<file path="src/rtl/disparity_sweep_ctrl_if.sv">
// Request/response/pixel handshake bundle between the sweep controller,
// the SSD engine and the downstream disparity sink.
interface disparity_sweep_ctrl_if;
  logic        req_valid;
  logic        req_ready;
  logic [8:0]  req_row;
  logic [8:0]  req_col;
  logic [4:0]  req_offset;
  logic        rsp_valid;
  logic [20:0] rsp_ssd_0;
  logic [20:0] rsp_ssd_1;
  logic        pix_valid;
  logic        pix_ready;
  logic [7:0]  DATA_0;
  logic [7:0]  DATA_1;

  modport master (
    output req_valid, req_row, req_col, req_offset, pix_valid, DATA_0, DATA_1,
    input  req_ready, rsp_valid, rsp_ssd_0, rsp_ssd_1, pix_ready
  );

  modport slave (
    input  req_valid, req_row, req_col, req_offset, pix_valid, DATA_0, DATA_1,
    output req_ready, rsp_valid, rsp_ssd_0, rsp_ssd_1, pix_ready
  );
endinterface

</file>
<file path="src/rtl/disparity_sweep_ctrl.sv">
// Frame sequencer for a stereo disparity search: walks pixel pairs, sweeps the
// disparity range through the SSD engine and emits the scaled best offsets.

module disparity_sweep_lane #(
  parameter int MIN_OFFSET = 4
) (
  input  logic        HCLK,
  input  logic        HRESETn,
  input  logic        clr,
  input  logic        upd,
  input  logic [4:0]  offset,
  input  logic [20:0] ssd,
  output logic [4:0]  nxt_off
);
  logic [20:0] best;
  logic [4:0]  best_off;
  logic        take;

  // strict compare: on a tie the earlier (lower) offset is kept
  assign take    = upd && (ssd < best);
  assign nxt_off = take ? offset : best_off;

  always_ff @(posedge HCLK or negedge HRESETn) begin
    if (!HRESETn) begin
      best     <= '1;
      best_off <= 5'(MIN_OFFSET);
    end else if (clr) begin
      best     <= '1;
      best_off <= 5'(MIN_OFFSET);
    end else if (take) begin
      best     <= ssd;
      best_off <= offset;
    end
  end
endmodule

module disparity_sweep_ctrl #(
  parameter int WIDTH          = 320,
  parameter int HEIGHT         = 240,
  parameter int MIN_OFFSET     = 4,
  parameter int MAX_OFFSET     = 10,
  parameter int START_UP_DELAY = 100,
  parameter int HSYNC_DELAY    = 160
) (
  input  logic                   HCLK,
  input  logic                   HRESETn,
  input  logic                   start,
  disparity_sweep_ctrl_if.master bus,
  output logic                   VSYNC,
  output logic                   HSYNC,
  output logic                   ctrl_done,
  output logic                   busy
);
  localparam int NUM_LANES = 2;
  localparam int MAXD      = (START_UP_DELAY > HSYNC_DELAY) ? START_UP_DELAY : HSYNC_DELAY;
  localparam int CNT_W     = (MAXD < 2) ? 1 : $clog2(MAXD);
  localparam logic [7:0] SCALE    = 8'(255 / MAX_OFFSET);
  localparam logic [8:0] COL_LAST = 9'(WIDTH - 2);
  localparam logic [8:0] ROW_LAST = 9'(HEIGHT - 1);
  localparam logic [4:0] MINO     = 5'(MIN_OFFSET);
  localparam logic [4:0] MAXO     = 5'(MAX_OFFSET);

  typedef enum logic [2:0] {S_IDLE, S_VSYNC, S_HSYNC, S_ISSUE, S_WAIT, S_EMIT, S_DONE} state_t;

  state_t                           state;
  logic [8:0]                       row, col;
  logic [4:0]                       offset;
  logic [CNT_W-1:0]                 cnt;
  logic                             req_valid_q, pix_valid_q;
  logic [NUM_LANES-1:0][7:0]        data_q;
  logic [NUM_LANES-1:0][20:0]       ssd;
  logic [NUM_LANES-1:0][4:0]        nxt_off;
  logic                             lane_clr, lane_upd;

  function automatic logic [7:0] scale(input logic [4:0] o);
    return 8'({3'd0, o} * SCALE);
  endfunction

  assign ssd[0] = bus.rsp_ssd_0;
  assign ssd[1] = bus.rsp_ssd_1;

  // bests restart for every pixel pair: during the line sync and on each emit handshake
  assign lane_clr = (state == S_HSYNC) || (state == S_EMIT && bus.pix_ready);
  assign lane_upd = (state == S_WAIT) && bus.rsp_valid;

  for (genvar g = 0; g < NUM_LANES; g++) begin : g_lane
    disparity_sweep_lane #(.MIN_OFFSET(MIN_OFFSET)) u_lane (
      .HCLK    (HCLK),
      .HRESETn (HRESETn),
      .clr     (lane_clr),
      .upd     (lane_upd),
      .offset  (offset),
      .ssd     (ssd[g]),
      .nxt_off (nxt_off[g])
    );
  end

  assign bus.req_valid  = req_valid_q;
  assign bus.req_row    = row;
  assign bus.req_col    = col;
  assign bus.req_offset = offset;
  assign bus.pix_valid  = pix_valid_q;
  assign bus.DATA_0     = data_q[0];
  assign bus.DATA_1     = data_q[1];

  always_ff @(posedge HCLK or negedge HRESETn) begin
    if (!HRESETn) begin
      state       <= S_IDLE;
      row         <= '0;
      col         <= '0;
      offset      <= '0;
      cnt         <= '0;
      req_valid_q <= 1'b0;
      pix_valid_q <= 1'b0;
      data_q      <= '0;
      VSYNC       <= 1'b0;
      HSYNC       <= 1'b0;
      ctrl_done   <= 1'b0;
      busy        <= 1'b0;
    end else begin
      case (state)
        S_IDLE: if (start) begin
          state <= S_VSYNC;
          VSYNC <= 1'b1;
          busy  <= 1'b1;
          cnt   <= '0;
        end
        S_VSYNC: if (cnt == CNT_W'(START_UP_DELAY - 1)) begin
          state <= S_HSYNC;
          VSYNC <= 1'b0;
          HSYNC <= 1'b1;
          cnt   <= '0;
        end else begin
          cnt <= cnt + 1'b1;
        end
        S_HSYNC: if (cnt == CNT_W'(HSYNC_DELAY - 1)) begin
          state       <= S_ISSUE;
          HSYNC       <= 1'b0;
          req_valid_q <= 1'b1;
          offset      <= MINO;
        end else begin
          cnt <= cnt + 1'b1;
        end
        S_ISSUE: if (bus.req_ready) begin
          req_valid_q <= 1'b0;
          state       <= S_WAIT;
        end
        S_WAIT: if (bus.rsp_valid) begin
          if (offset < MAXO) begin
            offset      <= offset + 5'd1;
            req_valid_q <= 1'b1;
            state       <= S_ISSUE;
          end else begin
            // last response of the sweep is folded in via the lanes' next-best view
            for (int i = 0; i < NUM_LANES; i++) data_q[i] <= scale(nxt_off[i]);
            pix_valid_q <= 1'b1;
            state       <= S_EMIT;
          end
        end
        S_EMIT: if (bus.pix_ready) begin
          pix_valid_q <= 1'b0;
          if (col < COL_LAST) begin
            col         <= col + 9'd2;
            offset      <= MINO;
            req_valid_q <= 1'b1;
            state       <= S_ISSUE;
          end else if (row < ROW_LAST) begin
            col   <= '0;
            row   <= row + 9'd1;
            HSYNC <= 1'b1;
            cnt   <= '0;
            state <= S_HSYNC;
          end else begin
            ctrl_done <= 1'b1;
            state     <= S_DONE;
          end
        end
        S_DONE: begin
          ctrl_done <= 1'b0;
          busy      <= 1'b0;
          row       <= '0;
          col       <= '0;
          state     <= S_IDLE;
        end
        default: state <= S_IDLE;
      endcase
    end
  end
endmodule

</file>
<file path="src/flat_wrapper.sv">
// flat-port wrapper written by rule: the top's interface ports become plain ports
module disparity_sweep_ctrl_flat 
#(
  parameter int WIDTH          = 320,
  parameter int HEIGHT         = 240,
  parameter int MIN_OFFSET     = 4,
  parameter int MAX_OFFSET     = 10,
  parameter int START_UP_DELAY = 100,
  parameter int HSYNC_DELAY    = 160
)
  (HCLK, HRESETn, start, VSYNC, HSYNC, ctrl_done, busy, bus_req_valid, bus_req_row, bus_req_col, bus_req_offset, bus_pix_valid, bus_DATA_0, bus_DATA_1, bus_req_ready, bus_rsp_valid, bus_rsp_ssd_0, bus_rsp_ssd_1, bus_pix_ready);
  disparity_sweep_ctrl_if bus_i ();
  input  logic HCLK;
  input  logic HRESETn;
  input  logic start;
  output logic VSYNC;
  output logic HSYNC;
  output logic ctrl_done;
  output logic busy;
  output wire logic [$bits(bus_i.req_valid)-1:0] bus_req_valid;
  output wire logic [$bits(bus_i.req_row)-1:0] bus_req_row;
  output wire logic [$bits(bus_i.req_col)-1:0] bus_req_col;
  output wire logic [$bits(bus_i.req_offset)-1:0] bus_req_offset;
  output wire logic [$bits(bus_i.pix_valid)-1:0] bus_pix_valid;
  output wire logic [$bits(bus_i.DATA_0)-1:0] bus_DATA_0;
  output wire logic [$bits(bus_i.DATA_1)-1:0] bus_DATA_1;
  input wire logic [$bits(bus_i.req_ready)-1:0] bus_req_ready;
  input wire logic [$bits(bus_i.rsp_valid)-1:0] bus_rsp_valid;
  input wire logic [$bits(bus_i.rsp_ssd_0)-1:0] bus_rsp_ssd_0;
  input wire logic [$bits(bus_i.rsp_ssd_1)-1:0] bus_rsp_ssd_1;
  input wire logic [$bits(bus_i.pix_ready)-1:0] bus_pix_ready;
  assign bus_req_valid = bus_i.req_valid;
  assign bus_req_row = bus_i.req_row;
  assign bus_req_col = bus_i.req_col;
  assign bus_req_offset = bus_i.req_offset;
  assign bus_pix_valid = bus_i.pix_valid;
  assign bus_DATA_0 = bus_i.DATA_0;
  assign bus_DATA_1 = bus_i.DATA_1;
  assign bus_i.req_ready = bus_req_ready;
  assign bus_i.rsp_valid = bus_rsp_valid;
  assign bus_i.rsp_ssd_0 = bus_rsp_ssd_0;
  assign bus_i.rsp_ssd_1 = bus_rsp_ssd_1;
  assign bus_i.pix_ready = bus_pix_ready;
  disparity_sweep_ctrl #(.WIDTH(WIDTH), .HEIGHT(HEIGHT), .MIN_OFFSET(MIN_OFFSET), .MAX_OFFSET(MAX_OFFSET), .START_UP_DELAY(START_UP_DELAY), .HSYNC_DELAY(HSYNC_DELAY)) u_core (.HCLK(HCLK), .HRESETn(HRESETn), .start(start), .bus(bus_i), .VSYNC(VSYNC), .HSYNC(HSYNC), .ctrl_done(ctrl_done), .busy(busy));
endmodule
</file>
<file path="config.mk">
export PLATFORM = sky130hd
export DESIGN_NAME = disparity_sweep_ctrl_flat
export DESIGN_NICKNAME = d
export VERILOG_FILES = /design/src/rtl/disparity_sweep_ctrl_if.sv /design/src/rtl/disparity_sweep_ctrl.sv /design/src/flat_wrapper.sv
export SDC_FILE = /design/constraint.sdc
export NUM_CORES = 1
export LEC_CHECK = 0
export BUFFER_PORTS_ARGS = -buffer_cell sky130_fd_sc_hd__buf_2
export CORE_ASPECT_RATIO = 0.6
export CORE_MARGIN = 1
export CORE_UTILIZATION = 25
export DETAILED_ROUTE_END_ITERATION = 12
export GPL_ROUTABILITY_DRIVEN = 0
export MAX_ROUTING_LAYER = met4
export PLACE_DENSITY = 0.43
export SYNTH_ARGS = -nofsm -noshare
export SYNTH_HDL_FRONTEND = slang
export SYNTH_SLANG_ARGS = --single-unit
export TNS_END_PERCENT = 1
</file>
<file path="constraint.sdc">
create_clock -name HCLK -period 6.2 [get_ports HCLK]
set_clock_uncertainty 0.15 [all_clocks]
set_input_delay 0.62 -clock HCLK [delete_from_list [all_inputs] [get_ports HCLK]]
set_output_delay 0.62 -clock HCLK [all_outputs]
set_load 0.1 [all_outputs]
</file>
==> impl_summary.md, run 1 <==
Logic synthesis
In this run the biggest area consumer among cell types represents 24.95% of the synthesized area. When the netlist entered floorplanning its net count stood at 778. The share of the Yosys chip area taken by registers is 43.25%. In this run, distinct cell masters in the synthesized netlist total 53.

Among all flip-flop cells after synthesis, the most frequent one is dfrtp_1. The cell count after synthesis came out at 665. The cell type contributing the most total cell area after synthesis is dfrtp_1. The share of synthesized registers carrying an async set or reset is 100.0%. In the post-synthesis netlist, the biggest area contributors are dfrtp_1 (25%), dfstp_2 (18%), ha_1 (12%), nand2_1 (6.0%), o211ai_1 (5.1%). In this run, synthesis produced a sequential element count of 107. During synthesis, Yosys emitted a total of 0 warnings.

The area of the mapped netlist is 6319 µm². In this run, synthesis inferred 0 flip-flops with an integrated enable. After synthesis, the mean cell area works out to 9.502 µm².

STA
Final hold analysis gives a worst-case slack of 0.1057 ns. For this run, the top clock speed supported by timing is 181.9 MHz. The worst setup slack after layout is 0.7029 ns. Adding up every negative setup slack in the final design gives 0 ns.

The routed design could run at a clock period as short as 5.497 ns. The relative slew slack is 29.45%. The number of endpoints failing setup at the final stage is 0. In the finished design, the share of the clock period the worst path needs comes to 88.66%. The count of final max-slew check failures is 0. Setup repair after global routing left no endpoint under its margin.

At the pin with the least slew margin, the transition time is 1.058 ns. The number of hold violations in the final report is 0.

Worst setup path
By startpoint and endpoint, the worst setup path is classified as register to register. The worst register-to-register path has a setup slack of 0.70 ns. STA classifies the critical path startpoint as a register. Data arrives at the worst endpoint at 5.65 ns.

The category of the worst setup path capture point is a register. The critical path data required time is 6.35 ns. Along the worst path, the maximum fanout reaches 9.

Floorplan
The number of placement rows is 44. The die height is 125.1 µm. The die extent in x is 207.2 µm. The die covers 25,940 µm². The I/O pin count is 93. The core outline area is 24,500 µm². The effective utilization at floorplan is 25.79%.

Clock network
The number of CTS-inserted buffers is 9. Hold repair after CTS inserted 0 buffers. No sink is reached through more buffers than the 2 on the longest clock path. The H-tree was split into 3 levels. At the later pin of the worst-skew pair, clock insertion delay measures 0.37 ns. The total number of clock tree sinks is 107. The number of gates resized after cts is 0. CTS placed an instance of clkbuf_16 at the clock tree root.

The clock tree from TritonCTS is done. The clock transition time at the flip-flop clock pins of the worst setup and hold paths is 0.08 ns. The number of buffers inserted by post-CTS setup repair is 0.

Route
The routed design has 16,460 µm of wire. The remaining antenna violation count is 0. The length of routed met3 wiring is 501 µm. The first-pass iteration count of the detailed router is 4.

The highest metal layer carrying signal wires in the routed design is met4. Detailed routing inserted a total of 4,970 vias. After detailed routing, the met2 layer carries 6157 µm of wire. After the first detailed-routing iteration, the DRC count stood at 373.

After detailed routing, the average wire length per cell comes to 15.28 µm. The number of vias per cell after detailed routing is 4.615. The wire length on met1 is 9637 µm. After detailed routing, the number of remaining DRC violations is 0.

Layout
The non-filler instance count after layout is 1,077. The share of final-layout standard cells stronger than drive strength 1 is 23.44%. The final core utilization is 30.40%. The net total in the final layout is 863. The area growth from synthesis to layout is 17.86%. The sequential standard cell area is 2733 µm². The total non-filler cell area in the finished layout is 7447 µm². The multi-input gate area in the final layout is 3256 µm².

The layout has 2,603 filler cells. The number of antenna diodes in the final layout is 0.

GRT
The global-route wire length before repair is 27,130 µm. The all-layer global routing usage is 13.74%. The number of global-route vias before repair is 4,792. For this run the aggregate overflow at the end of global routing stands at 0. Entering global routing, the biggest net connects 63 pins. The number of antenna violations at the first check in global routing is 0.

Worst hold path
The class of the most critical hold timing path is primary input to asynchronous set/reset pin.

Pwr
The power per unit of standard cell area is 353.0 nW/µm². Power comes to 2.629 mW. The largest vdd supply drop is 135.3 µV.

The leakage power summed over all cells is 3.707 nW.

Place
The number of placed instances, taps included, is 1,061. Buffers placed on the I/O ports in this run total 91. Once detailed placement completed, the half-perimeter wirelength came to 12,090 µm.

At the placement stage, the worst setup path has a slack of 0.5089 ns. The instance area at placement is 7146 µm².

Job
The number of max-cap violations is 0.

Outcome
The flow ran to the end, and the final reports show no timing, DRC or antenna violations.
-- cell type report --
cell class / count / area share (%)
tap: 322 / 5.410
multi-input combinational: 472 / 43.72
clock inverter: 7 / 1.025
sequential: 107 / 36.69
clock buffer: 9 / 3.024
timing repair buffer: 101 / 7.157
inverter: 59 / 2.974
-- worst max-delay path, cell delays in order, from the launching register on --
cell and delay, ns:
dfstp_2 0.52, inv_1 0.05, ha_1 0.19, or4_1 0.50, a21oi_1 0.12, a2111oi_0 0.07
or4_1 0.60, a2111oi_4 0.75, mux2i_1 0.52, inv_1 0.09, ha_1 0.30, ha_1 0.33
ha_1 0.29, a21o_1 0.17, nand2_1 0.07, xnor2_1 0.12, or4_1 0.49, nand4b_1 0.10
-- registers in the layout, indices dropped and copies added (netlist names) --
| name | count |
|---|---|
| u_core.state | 3 |
| u_core.ctrl_done | 1 |
| u_core.bus.DATA_0 | 8 |
| u_core.HSYNC | 1 |
| u_core.g_lane.u_lane.best | 42 |
| u_core.VSYNC | 1 |
| u_core.busy | 1 |
| u_core.bus.pix_valid | 1 |
| u_core.bus.DATA_1 | 8 |
| u_core.bus.req_valid | 1 |
| u_core.bus.req_col | 8 |
| u_core.bus.req_row | 9 |
| u_core.cnt | 8 |
| u_core.g_lane.u_lane.best_off | 10 |
| u_core.bus.req_offset | 5 |
-- synthesized netlist by cell type, drive strengths merged, types with 10 or more instances --
| master | number |
|---|---|
| mux2i | 12 |
| ha | 63 |
| inv | 58 |
| mux2 | 10 |
| nor2 | 40 |
| nand3 | 18 |
| dfrtp | 63 |
| xor2 | 16 |
| o211ai | 43 |
| buf | 12 |
| dfstp | 44 |
| a21oi | 23 |
| nand4 | 10 |
| o21ai | 45 |
| clkbuf | 15 |
| nand2 | 101 |
-- power by group --
part	internal (mW)	switching (mW)	leakage [nW]
clock	0.289	0.313	0.149
combinational	0.292	0.775	2.25
sequential	0.866	0.0949	1.31
-- layer usage --
metal	GRT usage, %	vias up
met2	17.07	83
met1	21.73	2354
met3	2.813	14
met4	3.161	0
li1	-	2519
met5	-	-
-- cells in the final DEF (no fill, tap or decap), types with 9 or more instances in the layout --
cell type | synthesis | routed
a21oi_1 | 23 | 23
buf_2 | 4 | 90
buf_4 | 6 | 11
clkbuf_16 | 0 | 9
dfrtp_1 | 63 | 63
dfstp_2 | 44 | 44
ha_1 | 63 | 63
inv_1 | 58 | 58
mux2_2 | 10 | 10
mux2i_1 | 12 | 12
nand2_1 | 101 | 101
nand3_1 | 18 | 18
nand4_1 | 10 | 10
nor2_1 | 40 | 40
o211ai_1 | 43 | 43
o21ai_0 | 43 | 43
xor2_1 | 16 | 16
-- path summary, 6_finish.rpt --
path,startpoint,end,cells after the start
max in group asynchronous,HRESETn,u_core.bus.DATA_1[4],2
worst min-delay path,HRESETn,u_core.bus.req_col[1],1
worst max register to register,u_core.g_lane[0].u_lane.best[2],u_core.bus.DATA_0[7],17
worst max-delay path,u_core.g_lane[0].u_lane.best[2],u_core.bus.DATA_0[7],17
worst min register to register,u_core.bus.DATA_0[6],u_core.bus.DATA_0[6],2
min in group HCLK,u_core.bus.DATA_0[6],u_core.bus.DATA_0[6],2
-- kinds of logic after synthesis --
group / synth area share [%]
and+or+nand+nor: 14.97
adders and majority gates: 13.11
DFF: 43.25
buffers and inverters: 5.663
xor gates and xnor gates: 2.911
AOI/OAI and AO/OA: 16.36
other: 0.05935
muxes: 3.683
(Power assumes the default switching activity.)
==> inputs of run 2 (changes only) <==
--- a/config.mk
+++ b/config.mk
@@ -6,13 +6,13 @@
 export NUM_CORES = 1
 export LEC_CHECK = 0
 export BUFFER_PORTS_ARGS = -buffer_cell sky130_fd_sc_hd__buf_2
-export CORE_ASPECT_RATIO = 0.6
+export CORE_ASPECT_RATIO = 0.5
 export CORE_MARGIN = 1
-export CORE_UTILIZATION = 25
+export CORE_UTILIZATION = 52
 export DETAILED_ROUTE_END_ITERATION = 12
 export GPL_ROUTABILITY_DRIVEN = 0
 export MAX_ROUTING_LAYER = met4
-export PLACE_DENSITY = 0.43
+export PLACE_DENSITY = 0.76
 export SYNTH_ARGS = -nofsm -noshare
 export SYNTH_HDL_FRONTEND = slang
 export SYNTH_SLANG_ARGS = --single-unit
==> constraint.sdc (replaced) <==
create_clock -name HCLK -period 6.2 [get_ports HCLK]
set_clock_uncertainty 0.15 [all_clocks]
set_input_delay 1.24 -clock HCLK [delete_from_list [all_inputs] [get_ports HCLK]]
set_output_delay 1.24 -clock HCLK [all_outputs]
set_load 0.1 [all_outputs]
==> impl_summary.md, run 2 (synthesis results as in run 1) <==
GRT
The global routing met1 resource utilization came to 28.14% (was 21.73%). The number of antenna violations at the first check in global routing is 0 (unchanged). The global-route wire length before repair is 21,980 µm (was 27,130 µm). The maximum number of pins on one net before global-route repair was 62 (was 63). The most used routing layer is met2 (was met1). The remaining global-route overflow was 0 (unchanged). The number of global-route vias before repair came to 4,854 (was 4,792). The all-layer global routing usage is 22.60% (was 13.74%). The met3 layer usage reported by global route is 4.506% (was 2.813%). The met2 track utilization from global routing is 37.97% (was 17.07%).

Layout
The flip-flop count of the largest register after layout was 42 (unchanged). The total of fill cells in the finished design is 1,059 (was 2,603). Commonest non-fill, non-tap cells in the layout: nand2_1 (101), buf_2 (90), ha_1 (63), dfrtp_1 (63), inv_1 (58) (unchanged). The net total in the final layout is 862 (was 863). The multi-input gate area in the final layout is 3256 µm² (unchanged). The most flop-heavy register is u_core.g_lane.u_lane.best (unchanged). The number of diodes is 0 (unchanged).

The non-filler instance count after layout is 919 (was 1,077). The leading cell type in the layout, fill and taps excluded is nand2_1 (unchanged). The sequential standard cell area came to 2733 µm² (unchanged). The share of final-layout standard cells stronger than drive strength 1 is 23.08% (was 23.44%). The post-synthesis to final-layout area growth is 14.61% (was 17.86%).

Route
The first-pass iteration count of the detailed router is 8 (was 4). The post-detailed-routing wire length is 12,990 µm (was 16,460 µm). The remaining antenna violation count is 0 (unchanged). The number of violations reported at the end of detailed-routing iteration 0 is 204 (was 373).

The via count is 5,036 (was 4,970). The number of vias per cell after detailed routing was 5.480 (was 4.615). The total DRC errors in the routed layout is 1 (was 0). The average wire per cell in the routed design was 14.14 µm (was 15.28 µm).

Clock network
The clock tree from TritonCTS is done (unchanged). The level count of the clock H-tree is 3 (unchanged). The maximum buffer depth of the clock tree is 2 (unchanged). The library cell used as clock root buffer is clkbuf_16 (unchanged).

The count of hold-fix buffers inserted at cts was 0 (unchanged). The clock transition time at the flip-flop clock pins of the worst setup and hold paths is 0.06 ns (was 0.08 ns). The number of buffers inserted by post-CTS setup repair was 0 (unchanged). The number of CTS-inserted buffers is 9 (unchanged). The total number of clock tree sinks was 107 (unchanged). The clock latency of the later-clocked register in the worst-skew pair is 0.34 ns (was 0.37 ns).

The number of gates resized after cts came to 0 (unchanged).

Floorplan
The area of the die was 12,620 µm² (was 25,940 µm²). The effective utilization at floorplan is 53.36% (was 25.79%). The die extent in x is 157.9 µm (was 207.2 µm). The I/O pin count came to 93 (unchanged). The die height is 79.95 µm (was 125.1 µm).

The core outline area is 11,840 µm² (was 24,500 µm²). The number of placement rows is 28 (was 44).

STA
The count of final max-slew check failures is 0 (unchanged). The measured slew at the worst slew-check pin came to 1.005 ns (was 1.058 ns). The final sum of negative setup slack is 0 ns (unchanged). The share of the cycle needed by the critical path after routing is 91.54% (was 88.66%). The minimum clock period is 5.676 ns (was 5.497 ns). The final hold slack is 0.3307 ns (was 0.1057 ns). The number of hold violations in the final report is 0 (unchanged). Unrepaired setup endpoints after global routing: no (unchanged).

The maximum clock frequency is 176.2 MHz (was 181.9 MHz). The number of endpoints failing setup at the final stage is 0 (unchanged). The relative slew slack is 33.00% (was 29.45%).

Worst setup path
The critical path startpoint is bus_rsp_ssd_0[2] (was u_core.g_lane[0].u_lane.best[2]). The end of the worst register-to-register path is u_core.bus.DATA_1[7] (was u_core.bus.DATA_0[7]). The worst-case reg-to-reg path depth was 17 (unchanged). The startpoint kind of the worst setup timing path is a primary input (was register). The number of buffers and inverters on the critical path is 2 (unchanged).

The highest cell delay on the worst timing path was 0.62 ns (was 0.75 ns). The largest fanout on the critical path came to 7 (was 9). The kind of critical path is primary input to register (was register to register). The timing endpoint of the critical path is u_core.bus.DATA_0[7] (unchanged). The category of the worst setup path capture point was a register (unchanged). The critical path data required time is 6.32 ns (was 6.35 ns). The most common cell type on the critical path is ha_1 (unchanged). The startpoint of the worst-slack reg-to-reg timing path is u_core.g_lane[1].u_lane.best[2] (was u_core.g_lane[0].u_lane.best[2]). Critical-path cell list: buf_2 -> ha_1 -> or4_1 -> a21oi_1 -> a2111oi_0 -> or4_1 -> a2111oi_4 -> mux2i_1 -> inv_1 -> ha_1 -> ha_1 -> ha_1 -> a21o_1 -> nand2_1 -> xnor2_1 -> or4_1 -> nand4b_1 (was inv_1 -> ha_1 -> or4_1 -> a21oi_1 -> a2111oi_0 -> or4_1 -> a2111oi_4 -> mux2i_1 -> inv_1 -> ha_1 -> ha_1 -> ha_1 -> a21o_1 -> nand2_1 -> xnor2_1 -> or4_1 -> nand4b_1).

The cell family contributing the most delay on the critical path was simple AND/OR/NAND/NOR gates (unchanged). The number of cells on the critical path was 17 (unchanged). The data arrival time of the critical path was 5.79 ns (was 5.65 ns). The cell at the slowest stage of the critical path is a2111oi_4 (unchanged). The register-to-register setup slack is 0.98 ns (was 0.70 ns).

Outcome
Outcome: finished with violations (was complete, no violations). The final reports fail on DRC.

Place
The port buffer count is 91 (unchanged). The estimated wirelength of the detail-placed design came to 9328 µm (was 12,090 µm). The post-placement cell count is 903 (was 1,061).

Pwr
The leakage power summed over all cells came to 3.699 nW (was 3.707 nW). The largest vdd supply drop is 284.7 µV (was 135.3 µV). The power per unit of standard cell area is 351.4 nW/µm² (was 353.0 nW/µm²).

Job
The number of max-cap violations is 0 (unchanged).

Worst hold path
The class of the most critical hold timing path was register to register (was primary input to asynchronous set/reset pin).
[run 2: cell count changes in the layout (fill, tap and decap cells not counted)]
cell	change
clkinvlp_4	+1
clkinv_8	-1
clkbuf_16	+2
inv_6	-1
clkinv_2	+2
inv_8	-3
clkinv_4	-2
clkbuf_1	+2
buf_4	-1
[run 2: how the worst min path moves through the flow]
stage                                     from              endpoint  slack, ns  cells after the start
after floorplan                  u_core.cnt[2]         u_core.cnt[2]       0.32                      2
after global placement    u_core.bus.DATA_0[6]  u_core.bus.DATA_0[6]       0.31                      2
after detailed placement  u_core.bus.DATA_1[0]  u_core.bus.DATA_1[0]       0.32                      2
after CTS                 u_core.bus.DATA_1[0]  u_core.bus.DATA_1[0]       0.34                      2
after global routing      u_core.bus.DATA_0[5]  u_core.bus.DATA_0[5]       0.36                      2
final                     u_core.bus.DATA_1[0]  u_core.bus.DATA_1[0]       0.33                      2
[run 2: cell type report]
cell class	count	share of cell area, %
Inverter	59	3.058
Clock buffer	13	3.905
Multi-Input combinational cell	472	44.96
Clock inverter	3	0.2419
Tap cell	165	2.851
Timing Repair Buffer	100	7.256
Sequential cell	107	37.73
[run 2: through the flow]
stage                     area (µm²)  utilization [%]  setup WS (ns)  total power, mW
final                           7242            61.16         0.5243            2.545
after global routing            7242            61.16         0.2559            2.718
after CTS                       7242            61.16         0.5079            2.566
after detailed placement        6942            58.62         0.1519            1.990
after global placement          6942            58.62         0.2855            1.963
after floorplan                 6319                -         0.5241            1.760
[run 2: tightest hold or removal path: stages, from the launching register on]
cell,delay [ns]
dfrtp_1,0.34
nand2_1,0.04
o21ai_0,0.06
[run 2: power by group]
group / internal (mW) / leakage [nW] / switching (mW)
Sequential: 0.866 / 1.31 / 0.115
Combinational: 0.283 / 2.25 / 0.716
Clock: 0.321 / 0.146 / 0.244
[run 2: metal layers]
metal / part of all wire (%) / routed length [µm] / vias to the layer above
met4: 1.1 / 141 / 0
li1: - / - / 2512
met3: 4.4 / 566 / 16
met1: 47 / 6146 / 2411
met5: 0 / 0 / -
met2: 47 / 6138 / 97
